## src/rtl/alu_seq_pkg.sv

```systemverilog
// alu_seq_pkg: shared encodings for the ALU sequencer.
//   - request opcodes carried on req*_op
//   - ALU opcodes driven on alu_op
//   - sequencer FSM state enum
// Optional feature macro: ALU_SEQ_SUB_EN (two-pass SUB sequencing; without it
// op 10 is reported as illegal and the EXEC2/CAPT2 states do not exist).
package alu_seq_pkg;

  // Request operation encodings
  localparam logic [1:0] REQ_OP_ADD = 2'b00;
  localparam logic [1:0] REQ_OP_NOT = 2'b01;
  localparam logic [1:0] REQ_OP_SUB = 2'b10;
  localparam logic [1:0] REQ_OP_ILL = 2'b11;

  // ALU opcodes
  localparam logic [2:0] ALU_OP_ADD = 3'b000;
  localparam logic [2:0] ALU_OP_NOT = 3'b001;

  // Sequencer states
  typedef enum logic [2:0] {
    ST_IDLE  = 3'd0,
    ST_EXEC  = 3'd1,
    ST_CAPT  = 3'd2,
    ST_RESP  = 3'd3
`ifdef ALU_SEQ_SUB_EN
    ,
    ST_EXEC2 = 3'd4,
    ST_CAPT2 = 3'd5
`endif
  } state_e;

  // True when the request op can be executed in this build
  function automatic logic op_is_legal(input logic [1:0] op);
`ifdef ALU_SEQ_SUB_EN
    return (op != REQ_OP_ILL);
`else
    return (op != REQ_OP_ILL) && (op != REQ_OP_SUB);
`endif
  endfunction

endpackage : alu_seq_pkg

```

## src/rtl/rr_arb2.sv

```systemverilog
// rr_arb2: two-way round-robin arbiter.
// Ports:
//   clk, rst_n  clock and asynchronous active-low reset
//   req[1:0]    request vector, bit i = requester i
//   update      commit the current grant as the new last_grant
//   grant[1:0]  one-hot (or zero) grant, combinational from req/last_grant
// last_grant resets to 1 so requester 0 wins the first tie.
module rr_arb2 (
  input  logic       clk,
  input  logic       rst_n,
  input  logic [1:0] req,
  input  logic       update,
  output logic [1:0] grant
);

  logic last_grant;

  // On a tie the requester not granted last time wins
  always_comb begin
    grant = 2'b00;
    case (req)
      2'b01:   grant = 2'b01;
      2'b10:   grant = 2'b10;
      2'b11:   grant = last_grant ? 2'b01 : 2'b10;
      default: grant = 2'b00;
    endcase
  end

  // Remember the winner only when its handshake completes
  always_ff @(posedge clk or negedge rst_n) begin
    if (!rst_n) begin
      last_grant <= 1'b1;
    end else if (update) begin
      last_grant <= grant[1];
    end
  end

endmodule : rr_arb2

```

## src/rtl/alu_sequencer.sv

```systemverilog
// alu_sequencer: shares one registered N-bit ALU (adder + NOT) between two
// requesters, arbitrating round-robin and sequencing two-pass subtraction.
// Optional feature macro: ALU_SEQ_SUB_EN (SUB = a + ~b + 1 over two ALU
// passes; without it op 10 returns rsp_err=1 and result 0).
// Ports:
//   clk, rst_n                   clock, asynchronous active-low reset
//   req_valid[1:0]/req_ready[1:0] request handshakes (req_ready comb, IDLE only)
//   req{0,1}_a/_b/_op/_cin        request operands, op and carry-in
//   rsp_valid/rsp_ready           response handshake
//   rsp_id/result/cout/err        response payload, held until rsp_ready
//   alu_a/alu_b/alu_cin/alu_op    ALU operand/opcode drive (registered)
//   alu_result/alu_cout           ALU registered result and carry
module alu_sequencer
  import alu_seq_pkg::*;
#(
  parameter int unsigned N = 32
) (
  input  logic         clk,
  input  logic         rst_n,
  input  logic [1:0]   req_valid,
  output logic [1:0]   req_ready,
  input  logic [N-1:0] req0_a,
  input  logic [N-1:0] req0_b,
  input  logic [1:0]   req0_op,
  input  logic         req0_cin,
  input  logic [N-1:0] req1_a,
  input  logic [N-1:0] req1_b,
  input  logic [1:0]   req1_op,
  input  logic         req1_cin,
  output logic         rsp_valid,
  input  logic         rsp_ready,
  output logic         rsp_id,
  output logic [N-1:0] rsp_result,
  output logic         rsp_cout,
  output logic         rsp_err,
  output logic [N-1:0] alu_a,
  output logic [N-1:0] alu_b,
  output logic         alu_cin,
  output logic [2:0]   alu_op,
  input  logic [N-1:0] alu_result,
  input  logic         alu_cout
);

  state_e       state, state_nxt;

  logic [1:0]   grant;
  logic         accept;
  logic         win_id;
  logic [N-1:0] win_a, win_b;
  logic [1:0]   win_op;
  logic         win_cin;

  logic [1:0]   op_q, op_nxt;
  logic         id_q, id_nxt;
`ifdef ALU_SEQ_SUB_EN
  logic [N-1:0] a_q, a_nxt;
`endif

  logic         rsp_valid_nxt;
  logic         rsp_id_nxt;
  logic [N-1:0] rsp_result_nxt;
  logic         rsp_cout_nxt;
  logic         rsp_err_nxt;
  logic [N-1:0] alu_a_nxt, alu_b_nxt;
  logic         alu_cin_nxt;
  logic [2:0]   alu_op_nxt;

  rr_arb2 u_arb (
    .clk    (clk),
    .rst_n  (rst_n),
    .req    (req_valid),
    .update (accept),
    .grant  (grant)
  );

  // Offer the grant only while idle and out of reset
  assign req_ready = (rst_n && (state == ST_IDLE)) ? grant : 2'b00;
  assign accept    = |req_ready;

  // Winner's request fields
  assign win_id  = grant[1];
  assign win_a   = win_id ? req1_a   : req0_a;
  assign win_b   = win_id ? req1_b   : req0_b;
  assign win_op  = win_id ? req1_op  : req0_op;
  assign win_cin = win_id ? req1_cin : req0_cin;

  // Next-state and next-output logic. The ALU drive registers are loaded
  // on the edge entering EXEC/EXEC2 so the ALU samples them on the edge
  // leaving that state; everywhere else they fall back to ADD with zeros.
  always_comb begin
    state_nxt      = state;
    op_nxt         = op_q;
    id_nxt         = id_q;
`ifdef ALU_SEQ_SUB_EN
    a_nxt          = a_q;
`endif
    rsp_valid_nxt  = rsp_valid;
    rsp_id_nxt     = rsp_id;
    rsp_result_nxt = rsp_result;
    rsp_cout_nxt   = rsp_cout;
    rsp_err_nxt    = rsp_err;
    alu_a_nxt      = '0;
    alu_b_nxt      = '0;
    alu_cin_nxt    = 1'b0;
    alu_op_nxt     = ALU_OP_ADD;

    case (state)
      ST_IDLE: begin
        if (accept) begin
          id_nxt = win_id;
          op_nxt = win_op;
`ifdef ALU_SEQ_SUB_EN
          a_nxt  = win_a;
`endif
          if (!op_is_legal(win_op)) begin
            // Illegal/disabled op skips the ALU entirely
            state_nxt      = ST_RESP;
            rsp_valid_nxt  = 1'b1;
            rsp_id_nxt     = win_id;
            rsp_result_nxt = '0;
            rsp_cout_nxt   = 1'b0;
            rsp_err_nxt    = 1'b1;
          end else begin
            state_nxt = ST_EXEC;
            case (win_op)
              REQ_OP_ADD: begin
                alu_op_nxt  = ALU_OP_ADD;
                alu_a_nxt   = win_a;
                alu_b_nxt   = win_b;
                alu_cin_nxt = win_cin;
              end
              REQ_OP_NOT: begin
                alu_op_nxt = ALU_OP_NOT;
                alu_a_nxt  = win_a;
              end
              default: begin
                // SUB pass 1: invert b
                alu_op_nxt = ALU_OP_NOT;
                alu_a_nxt  = win_b;
              end
            endcase
          end
        end
      end

      ST_EXEC: state_nxt = ST_CAPT;

      ST_CAPT: begin
`ifdef ALU_SEQ_SUB_EN
        if (op_q == REQ_OP_SUB) begin
          // SUB pass 2: a + nb + 1; alu_b carries nb through EXEC2
          state_nxt   = ST_EXEC2;
          alu_op_nxt  = ALU_OP_ADD;
          alu_a_nxt   = a_q;
          alu_b_nxt   = alu_result;
          alu_cin_nxt = 1'b1;
        end else
`endif
        begin
          state_nxt      = ST_RESP;
          rsp_valid_nxt  = 1'b1;
          rsp_id_nxt     = id_q;
          rsp_result_nxt = alu_result;
          rsp_cout_nxt   = (op_q == REQ_OP_NOT) ? 1'b0 : alu_cout;
          rsp_err_nxt    = 1'b0;
        end
      end

`ifdef ALU_SEQ_SUB_EN
      ST_EXEC2: state_nxt = ST_CAPT2;

      ST_CAPT2: begin
        state_nxt      = ST_RESP;
        rsp_valid_nxt  = 1'b1;
        rsp_id_nxt     = id_q;
        rsp_result_nxt = alu_result;
        rsp_cout_nxt   = alu_cout;
        rsp_err_nxt    = 1'b0;
      end
`endif

      ST_RESP: begin
        if (rsp_ready) begin
          state_nxt     = ST_IDLE;
          rsp_valid_nxt = 1'b0;
        end
      end

      default: state_nxt = ST_IDLE;
    endcase
  end

  // State and output registers
  always_ff @(posedge clk or negedge rst_n) begin
    if (!rst_n) begin
      state      <= ST_IDLE;
      op_q       <= REQ_OP_ADD;
      id_q       <= 1'b0;
`ifdef ALU_SEQ_SUB_EN
      a_q        <= '0;
`endif
      rsp_valid  <= 1'b0;
      rsp_id     <= 1'b0;
      rsp_result <= '0;
      rsp_cout   <= 1'b0;
      rsp_err    <= 1'b0;
      alu_a      <= '0;
      alu_b      <= '0;
      alu_cin    <= 1'b0;
      alu_op     <= ALU_OP_ADD;
    end else begin
      state      <= state_nxt;
      op_q       <= op_nxt;
      id_q       <= id_nxt;
`ifdef ALU_SEQ_SUB_EN
      a_q        <= a_nxt;
`endif
      rsp_valid  <= rsp_valid_nxt;
      rsp_id     <= rsp_id_nxt;
      rsp_result <= rsp_result_nxt;
      rsp_cout   <= rsp_cout_nxt;
      rsp_err    <= rsp_err_nxt;
      alu_a      <= alu_a_nxt;
      alu_b      <= alu_b_nxt;
      alu_cin    <= alu_cin_nxt;
      alu_op     <= alu_op_nxt;
    end
  end

endmodule : alu_sequencer

```

## config.mk

```make
export PLATFORM = sky130hd
export DESIGN_NAME = alu_sequencer
export DESIGN_NICKNAME = d
export VERILOG_FILES = /design/src/rtl/alu_seq_pkg.sv /design/src/rtl/rr_arb2.sv /design/src/rtl/alu_sequencer.sv
export SDC_FILE = /design/constraint.sdc
export NUM_CORES = 1
export LEC_CHECK = 0
export BUFFER_PORTS_ARGS = -buffer_cell sky130_fd_sc_hd__clkbuf_2
export CAP_MARGIN = 20
export CORE_MARGIN = 4
export CORE_UTILIZATION = 40
export CTS_CLUSTER_DIAMETER = 50
export DETAILED_ROUTE_END_ITERATION = 8
export GPL_TIMING_DRIVEN = 1
export PLACE_DENSITY = 0.75
export SLEW_MARGIN = 5
export SYNTH_ARGS = -nofsm -noshare
export SYNTH_HDL_FRONTEND = slang
export SYNTH_SLANG_ARGS = --single-unit
export TNS_END_PERCENT = 50
```

## constraint.sdc

```tcl
create_clock -name clk -period 2.1 [get_ports clk]
set_input_delay 0.315 -clock clk [delete_from_list [all_inputs] [get_ports clk]]
set_output_delay 0.315 -clock clk [all_outputs]
set_load 0.02 [all_outputs]
```

==> After elaboration in Yosys (flattened, before gate mapping) <==
Cells that the tools add are included.
{ "word_totals": {"register_bits": 111} }
{ "op_classes": {"eq_ne": 13, "mux": 42, "reduce_logical": 12} }
{ "ops": {"columns": ["operator", "count"], "rows": [
  ["$mux 32", 12],
  ["$pmux 32 s2", 1],
  ["$mux 1", 17],
  ["$pmux 3 s4", 1],
  ["$ne 2x2->1 const B", 5],
  ["$mux 2", 4],
  ["$eq 2x1->1 const B", 3],
  ["$eq 3x2->1 const B", 2],
  ["$mux 3", 2],
  ["$pmux 1 s2", 3],
  ["$pmux 2 s3", 1],
  ["$eq 2x2->1 const B", 2],
  ["$reduce_and 2->1", 2],
  ["$reduce_and 4->1", 1],
  ["$reduce_or 2->1", 2],
  ["$eq 3x1->1 const B", 1],
  ["$logic_not 3->1", 1],
  ["$pmux 1 s3", 1],
  ["$reduce_and 3->1", 1],
  ["$reduce_bool 3->1", 1],
  ["$logic_and 1x1->1", 2],
  ["$logic_not 2->1", 1],
  ["$reduce_bool 2->1", 1]
]} }

==> Longest topological paths before layout <==
Gate-level depths: netlist of the first run.
{ "depth": {"word_depth": 9, "mapped_depth": 9, "mapped_depth_nobuf": 6} }

==> Hierarchy <==
Synthesis of the first run repeated with hierarchy kept, for this count alone.
{ "hier_totals": {"hier_cells": 355, "area_unflattened_um2": 4478.0} }
{ "by_module_without_submodules": {"columns": ["mod", "n_inst", "cells_each", "area_per_inst_um2", "seq_area_each_um2"], "rows": [
  ["alu_sequencer", 1, 350, 4414.2, 2677.6],
  ["rr_arb2", 1, 5, 63.8, 26.3]
]} }

==> Worst setup path after synthesis of the first run <==
Ideal clock, no wire load.
{ "synth_timing": {"path_kind": "register to register", "from": "register u_arb.last_grant", "to": "register rsp_cout", "arrival_time_ns": 1.621, "required_time_ns": 1.975, "slack_ns": 0.355, "path_stages_with_launch": 6, "n_path_buf": 1, "period_less_slack_ns": 1.745, "path_cell_list": "dfstp_2 > a21boi_4 > mux2i_1 > a22o_1 > buf_4 > mux2_2"} }
{ "synth_between": {"elab_chain_cells": 7} }
{ "synth_lines": {"columns": ["element", "line", "rtl"], "rows": [
  ["start, declared", "rr_arb2.sv:16", "logic last_grant;"],
  ["start signal, assigned", "rr_arb2.sv:34", "last_grant <= grant[1];"],
  ["$mux 2 *", "rr_arb2.sv:24", "2'b11: grant = last_grant ? 2'b01 : 2'b10;"],
  ["$pmux 2 s3 *", "rr_arb2.sv:21", "case (req)"],
  ["$mux 2", "alu_sequencer.sv:84", "assign win_op = win_id ? req1_op : req0_op;"],
  ["$ne 2x2->1", "alu_seq_pkg.sv:37", "return (op != REQ_OP_ILL) && (op != REQ_OP_SUB);"],
  ["$logic_and 1x1->1", "alu_seq_pkg.sv:37", null],
  ["$ne 2x2->1 (no line)", null, null],
  ["$reduce_and 3->1 (no line) *", null, null],
  ["end signal, assigned", "alu_sequencer.sv:221", "rsp_cout <= rsp_cout_nxt;"],
  ["end, declared", "alu_sequencer.sv:34", "output logic rsp_cout,"]
]} }
Every way passes the cells marked *; elsewhere a longest branch is shown, timed or not.
A chain may end at the register's enable or synchronous reset.

==> Final worst setup path of the first run <==
{ "layout_timing": {"from": "register state[0]", "to": "output req_ready[0]"} }
{ "layout_between": {"elab_chain_cells": 3} }
{ "layout_lines": {"columns": ["element", "line", "rtl"], "rows": [
  ["start, declared", "alu_sequencer.sv:44", "state_e state, state_nxt;"],
  ["start signal, assigned", "alu_sequencer.sv:212", "state <= state_nxt;"],
  ["$logic_not 3->1", "alu_sequencer.sv:77", "assign req_ready = (rst_n && (state == ST_IDLE)) ? grant : 2'b00;"],
  ["$logic_and 1x1->1", "alu_sequencer.sv:77", null],
  ["$mux 2", "alu_sequencer.sv:77", null],
  ["end, declared", "alu_sequencer.sv:21", "output logic [1:0] req_ready,"]
]} }
Every way passes these cells.

==> results.ini, run 1 <==
[timing]
hold_violations=0
min_period_over_period_pct=91.7
tns_ns=0
tightest_slew_ns=0.624
rsz0062_at_grt=no
relSlewSlack_pct=58.4
worst_clock_skew_ns=0.00603
slew_violations=0
finalSetupViolations=0
finalCriticalPeriod_ns=1.93
fin_ws_ns=0.174
fmax_ghz=0.519

[power_and_ir_drop]
leakage_nw=3.76
powerDensity_nw_per_um2=1060
peakVddDrop_v=0.000691

[global_route]
grt_pass1_vias=4328
grt_use_total_pct=18.9
grt_pass1_wl_mm=20.0
grt_max_degree=80
grt.overflow.total=0
antenna_found_initial=0

[place]
pre_cts_ws_ns=0.0335
dpl_cell_area_um2=6070
hpwl_mm=9.64
gp_congestion=0.861
portBuffers=275

[synthesis]
yosys-top-cells-area=dfrtp_1, nand2_1, mux2i_1
ys_ff_latch=108
ys_warn_count=0
synth-main-ff-cell=dfrtp_1
synth_top_area_share_pct=58.6
ys_seq_area_share_pct=59.2
yosysUniqueCellTypes=29
synth_area_leader_cell=dfrtp_1
ys_async_sr_fraction_pct=100
syn_area_um2=4570
netlist_instances=481
synth.avg_cell_area_um2=9.50
synth-edff-count=0

[floorplanning]
fp.dieW_um=115
die_area_um2=13200
core_area_um2=11000
rows=38
io_pins=278
start_util_pct=41.4
die_y_um=115

[min_path]
min_path_type=input port to register
worstHoldStart=req1_b[16]

[routing]
via_per_inst=4.75
wl_per_cell_um=14.2
drtIter0Drc=176
drc=0
routed_wl_mm=12.7
drt_pre_antenna_iters=4
ant_nets=0
num_vias=4239

[setup_path]
critPathArrivalTime_ns=1.61
r2r_setup_slack_ns=0.24
cp-end-kind=primary output
path_class=register to primary output
r2r-end=rsp_result[17]
critPathRequiredTime_ns=1.78
worstSetupStartpoint=state[0]
start_kind=register
ff2ff_path_depth=5
r2r-start=u_arb.last_grant
cp-endpoint=req_ready[0]
cp_max_fo=10

[finish]
antenna_cells=0
final_layout_size_suffix_gt1_share_pct=40.6
post-route-util_pct=57.9
syn2layout_area_growth_pct=39.6
finalNetCount=924
fin_area_um2=6380

[cts]
cts_num_sinks=108
clk_latency_ns=0.34
clk_pin_slew_worst_paths_ns=0.07
root_buffer=clkbuf_16
cts_max_level=3
clockBufferDepth=2
cts_inserted_buffers=9
cts_tree=built

[status]
status=finished, final reports clean

[run]
maxCapViolations=0

[state kept, by name (all words and copies together), names as in the netlist]
signal,cells
u_arb.last_grant,1
rsp_valid,1
alu_b,32
rsp_cout,1
id_q,1
alu_op,1
alu_cin,1
rsp_result,32
op_q,2
rsp_err,1
rsp_id,1
state,2
alu_a,32
[report_power, final]
| group | internal [mW] | switching (mW) | leakage (nW) |
|---|---|---|---|
| logic | 0.992 | 1.55 | 2.16 |
| clock network | 0.836 | 0.713 | 0.131 |
| registers | 2.47 | 0.205 | 1.46 |
[metal layers]
layer  wire [um]  track usage, %  share of wire, %  up-vias
li1            -               -                 -     2050
met1        4890            22.6                39     1970
met2        6450            32.3                51      190
met3         958            4.63               7.6       29
met4         363            8.14               2.9        0
met5           0               0                 0        -
[synthesized netlist by cell type (all sizes together) (2+ instances only)]
cell      n
a21boi    2
a21o      2
a21oi    67
buf       8
clkbuf   23
dfrtp   107
ha        4
inv      39
mux2      2
mux2i    35
nand2   171
nand3     3
nor2      3
o21ai     3
[cell families after synthesis]
| logic type | share of synthesized area (%) |
|---|---|
| multiplexers | 8.16 |
| AO/OA/AOI/OAI | 9.99 |
| AND/OR/NAND/NOR | 15.0 |
| adder cells (fa/ha/maj) | 1.10 |
| buffers and inverters | 6.49 |
| other | 0.0820 |
| flip-flops | 59.2 |
[worst min path at each step]
stage | depth (start not counted) | endpoint
finish | 3 | alu_b[16]
global route | 3 | alu_a[27]
CTS | 3 | alu_a[1]
detailed placement | 1 | rsp_result[25]
global placement | 1 | rsp_result[25]
floorplan | 0 | alu_a[0]
[repair_timing]
action | in CTS | in global routing
endpoints found under the hold margin | 4 | 0
endpoints found under the setup margin | 0 | 2
hold buffers | 1 | 0
buffers inserted | 0 | 0
gates resized for setup | 0 | 2
[cell type report]
class / instances / area (um^2)
Clock inverter: 2 / 10.0
Fill cell: 983 / 4650
Timing Repair Buffer: 286 / 1510
Sequential cell: 108 / 2700
Inverter: 39 / 146
Multi-Input combinational cell: 304 / 1580
Tap cell: 140 / 175
Clock buffer: 14 / 254
[worst max-delay path, stage by stage (launching register included)]
cell,delay (ns)
dfrtp_1,0.42
inv_1,0.10
ha_2,0.27
nand3_1,0.14
a21oi_1,0.14
clkbuf_2,0.19
[layout by cell type, fill, tap and decap left out, drive strengths merged, types with 3 or more instances in the layout]
master / n
o21ai: 3
a21oi: 67
nor2: 3
nand2: 171
inv: 39
ha: 4
nand3: 3
buf: 11
dfrtp: 107
clkbuf: 288
mux2i: 35
[stage by stage]
step | cells | hold slack (ns) | total power, mW
5_1_grt | 893 | 0.173 | 7.22
6_report | 893 | 0.183 | 6.77
4_1_cts | 892 | 0.169 | 6.85
2_1_floorplan | 482 | 0.0194 | 4.43
3_5_place_dp | 875 | 0.148 | 5.28
3_3_place_gp | 875 | 0.148 | 5.19
Power figures use the tool's default switching activity.
==> inputs of run 2 (changes only) <==
Clock period 2.1 ns to 2.2 ns, I/O delays scaled along.
==> results.ini, run 2 (synthesized netlist as in run 1, its figures left out) <==
[power_and_ir_drop]
leakage_nw=3.75  ; -0.11%
total_power_mw=6.61  ; -2.3%
peakVddDrop_v=0.000588  ; -15%
powerDensity_nw_per_um2=1040  ; -2.2%

[setup_path]
cp-end-kind=register
path_class=register to register
cp_max_fo=13  ; +3
critPathRequiredTime_ns=2.45  ; +0.67 ns
ff2ff_path_depth=5  ; unchanged
start_kind=register
critPathArrivalTime_ns=2.22  ; +0.61 ns

[floorplanning]
core_area_um2=11000  ; unchanged
die_y_um=115  ; unchanged
die_area_um2=13200  ; unchanged
io_pins=278  ; unchanged
fp.dieW_um=115  ; unchanged
rows=38  ; unchanged
start_util_pct=41.4  ; unchanged

[global_route]
antenna_found_initial=0  ; unchanged
grt_pass1_vias=4319  ; -0.21%
grt_max_degree=109  ; +36%
grt.overflow.total=0  ; unchanged
grt_pass1_wl_mm=20.3  ; +1.7%
grt_use_total_pct=19.1  ; +0.23 points

[routing]
wl_per_cell_um=14.5  ; +2.1%
ant_nets=0  ; unchanged
drc=0  ; unchanged
via_per_inst=4.74  ; -0.11%
routed_wl_mm=12.9  ; +1.8%
num_vias=4220  ; -0.45%
drtIter0Drc=191  ; +8.5%
drt_pre_antenna_iters=5  ; +1

[timing]
hold_violations=0  ; unchanged
tns_ns=0  ; unchanged
relSlewSlack_pct=57.6  ; -0.84 points
slew_violations=0  ; unchanged
worst_clock_skew_ns=0.00929  ; +0.00326 ns
finalCriticalPeriod_ns=1.97
finalSetupViolations=0  ; unchanged
tightest_slew_ns=0.637  ; +0.0126 ns
rsz0062_at_grt=no
fmax_ghz=0.508
min_period_over_period_pct=89.5
hold_ws_ns=0.0919  ; -0.0912 ns
fin_ws_ns=0.232  ; +0.0584 ns

[finish]
layout_common_cells=clkbuf_2, nand2_1, dfrtp_1, a21oi_1, inv_1
instances_no_fill=890  ; -0.34%
antenna_cells=0  ; unchanged
post-route-util_pct=57.8  ; about the same
finalNetCount=921  ; -0.32%
fin_area_um2=6380  ; about the same
seqCellArea_um2=2700  ; unchanged
multi_input_comb_area_um2=1580  ; -0.24%
top_regs=alu_a (32), alu_b (32), rsp_result (32)
final_common_cell=clkbuf_2
syn2layout_area_growth_pct=39.5  ; about the same
n_fill_cell=1004  ; +2.1%
final_layout_size_suffix_gt1_share_pct=40.8  ; +0.16 points

[place]
pre_cts_ws_ns=0.142  ; +0.108 ns
portBuffers=275  ; unchanged
place_inst=874  ; -0.11%
hpwl_mm=9.68  ; +0.34%
gp_congestion=0.846  ; -1.8%
dpl_cell_area_um2=6080  ; about the same

[cts]
root_buffer=clkbuf_16
clockBufferDepth=2  ; unchanged
cts_tree=built
cts_num_sinks=108  ; unchanged
clk_latency_ns=0.34  ; about the same
cts_inserted_buffers=9  ; unchanged
cts_max_level=3  ; unchanged
clk_pin_slew_worst_paths_ns=0.07  ; about the same

[run]
maxCapViolations=0  ; unchanged

[status]
status=finished, final reports clean

[min_path]
min_path_type=input port to async pin

run 2: critical path: stages (launching register included):
cell,delay [ns]
dfstp_2,0.59
a21boi_4,0.09
mux2i_1,0.37
a22o_2,0.31
buf_4,0.27
mux2i_1,0.25
run 2: final cells by class:
| cell class | count | area share, % |
|---|---|---|
| Sequential cell | 108 | 42.4 |
| Multi-Input combinational cell | 304 | 24.8 |
| Timing Repair Buffer | 283 | 23.2 |
| Clock buffer | 10 | 3.59 |
| Tap cell | 140 | 2.75 |
| Inverter | 39 | 2.30 |
| Clock inverter | 6 | 1.02 |
run 2: worst paths after layout:
path / startpoint / end / slack (ns)
worst min-delay path: rst_n / alu_b[14] / 0.09
worst max-delay path: u_arb.last_grant / rsp_result[5] / 0.23
min in group clk: req1_b[27] / alu_b[27] / 0.20
worst min register to register: rsp_valid / rsp_valid / 0.49
worst max register to register: u_arb.last_grant / rsp_result[5] / 0.23
max in group asynchronous: rst_n / alu_a[30] / 1.67
run 2: routing by layer:
metal / vias up / global-route usage (%) / part of all wire (%)
li1: 2049 / - / -
met2: 197 / 32.4 / 50
met5: - / 0 / 0
met3: 34 / 5.53 / 9.1
met1: 1940 / 22.6 / 38
met4: 0 / 8.14 / 3.1
run 2: power breakdown:
group | leakage (nW) | switching [mW] | total (mW) | internal (mW)
sequential | 1.46 | 0.200 | 2.56 | 2.36
combinational | 2.15 | 1.50 | 2.44 | 0.942
clock | 0.142 | 0.722 | 1.61 | 0.884
run 2: repair_timing:
action / in CTS / in global routing
buffers inserted: 0 / 0
hold buffers: 0 / 0
gates resized for setup: 0 / 1
setup endpoints to repair: 0 / 1
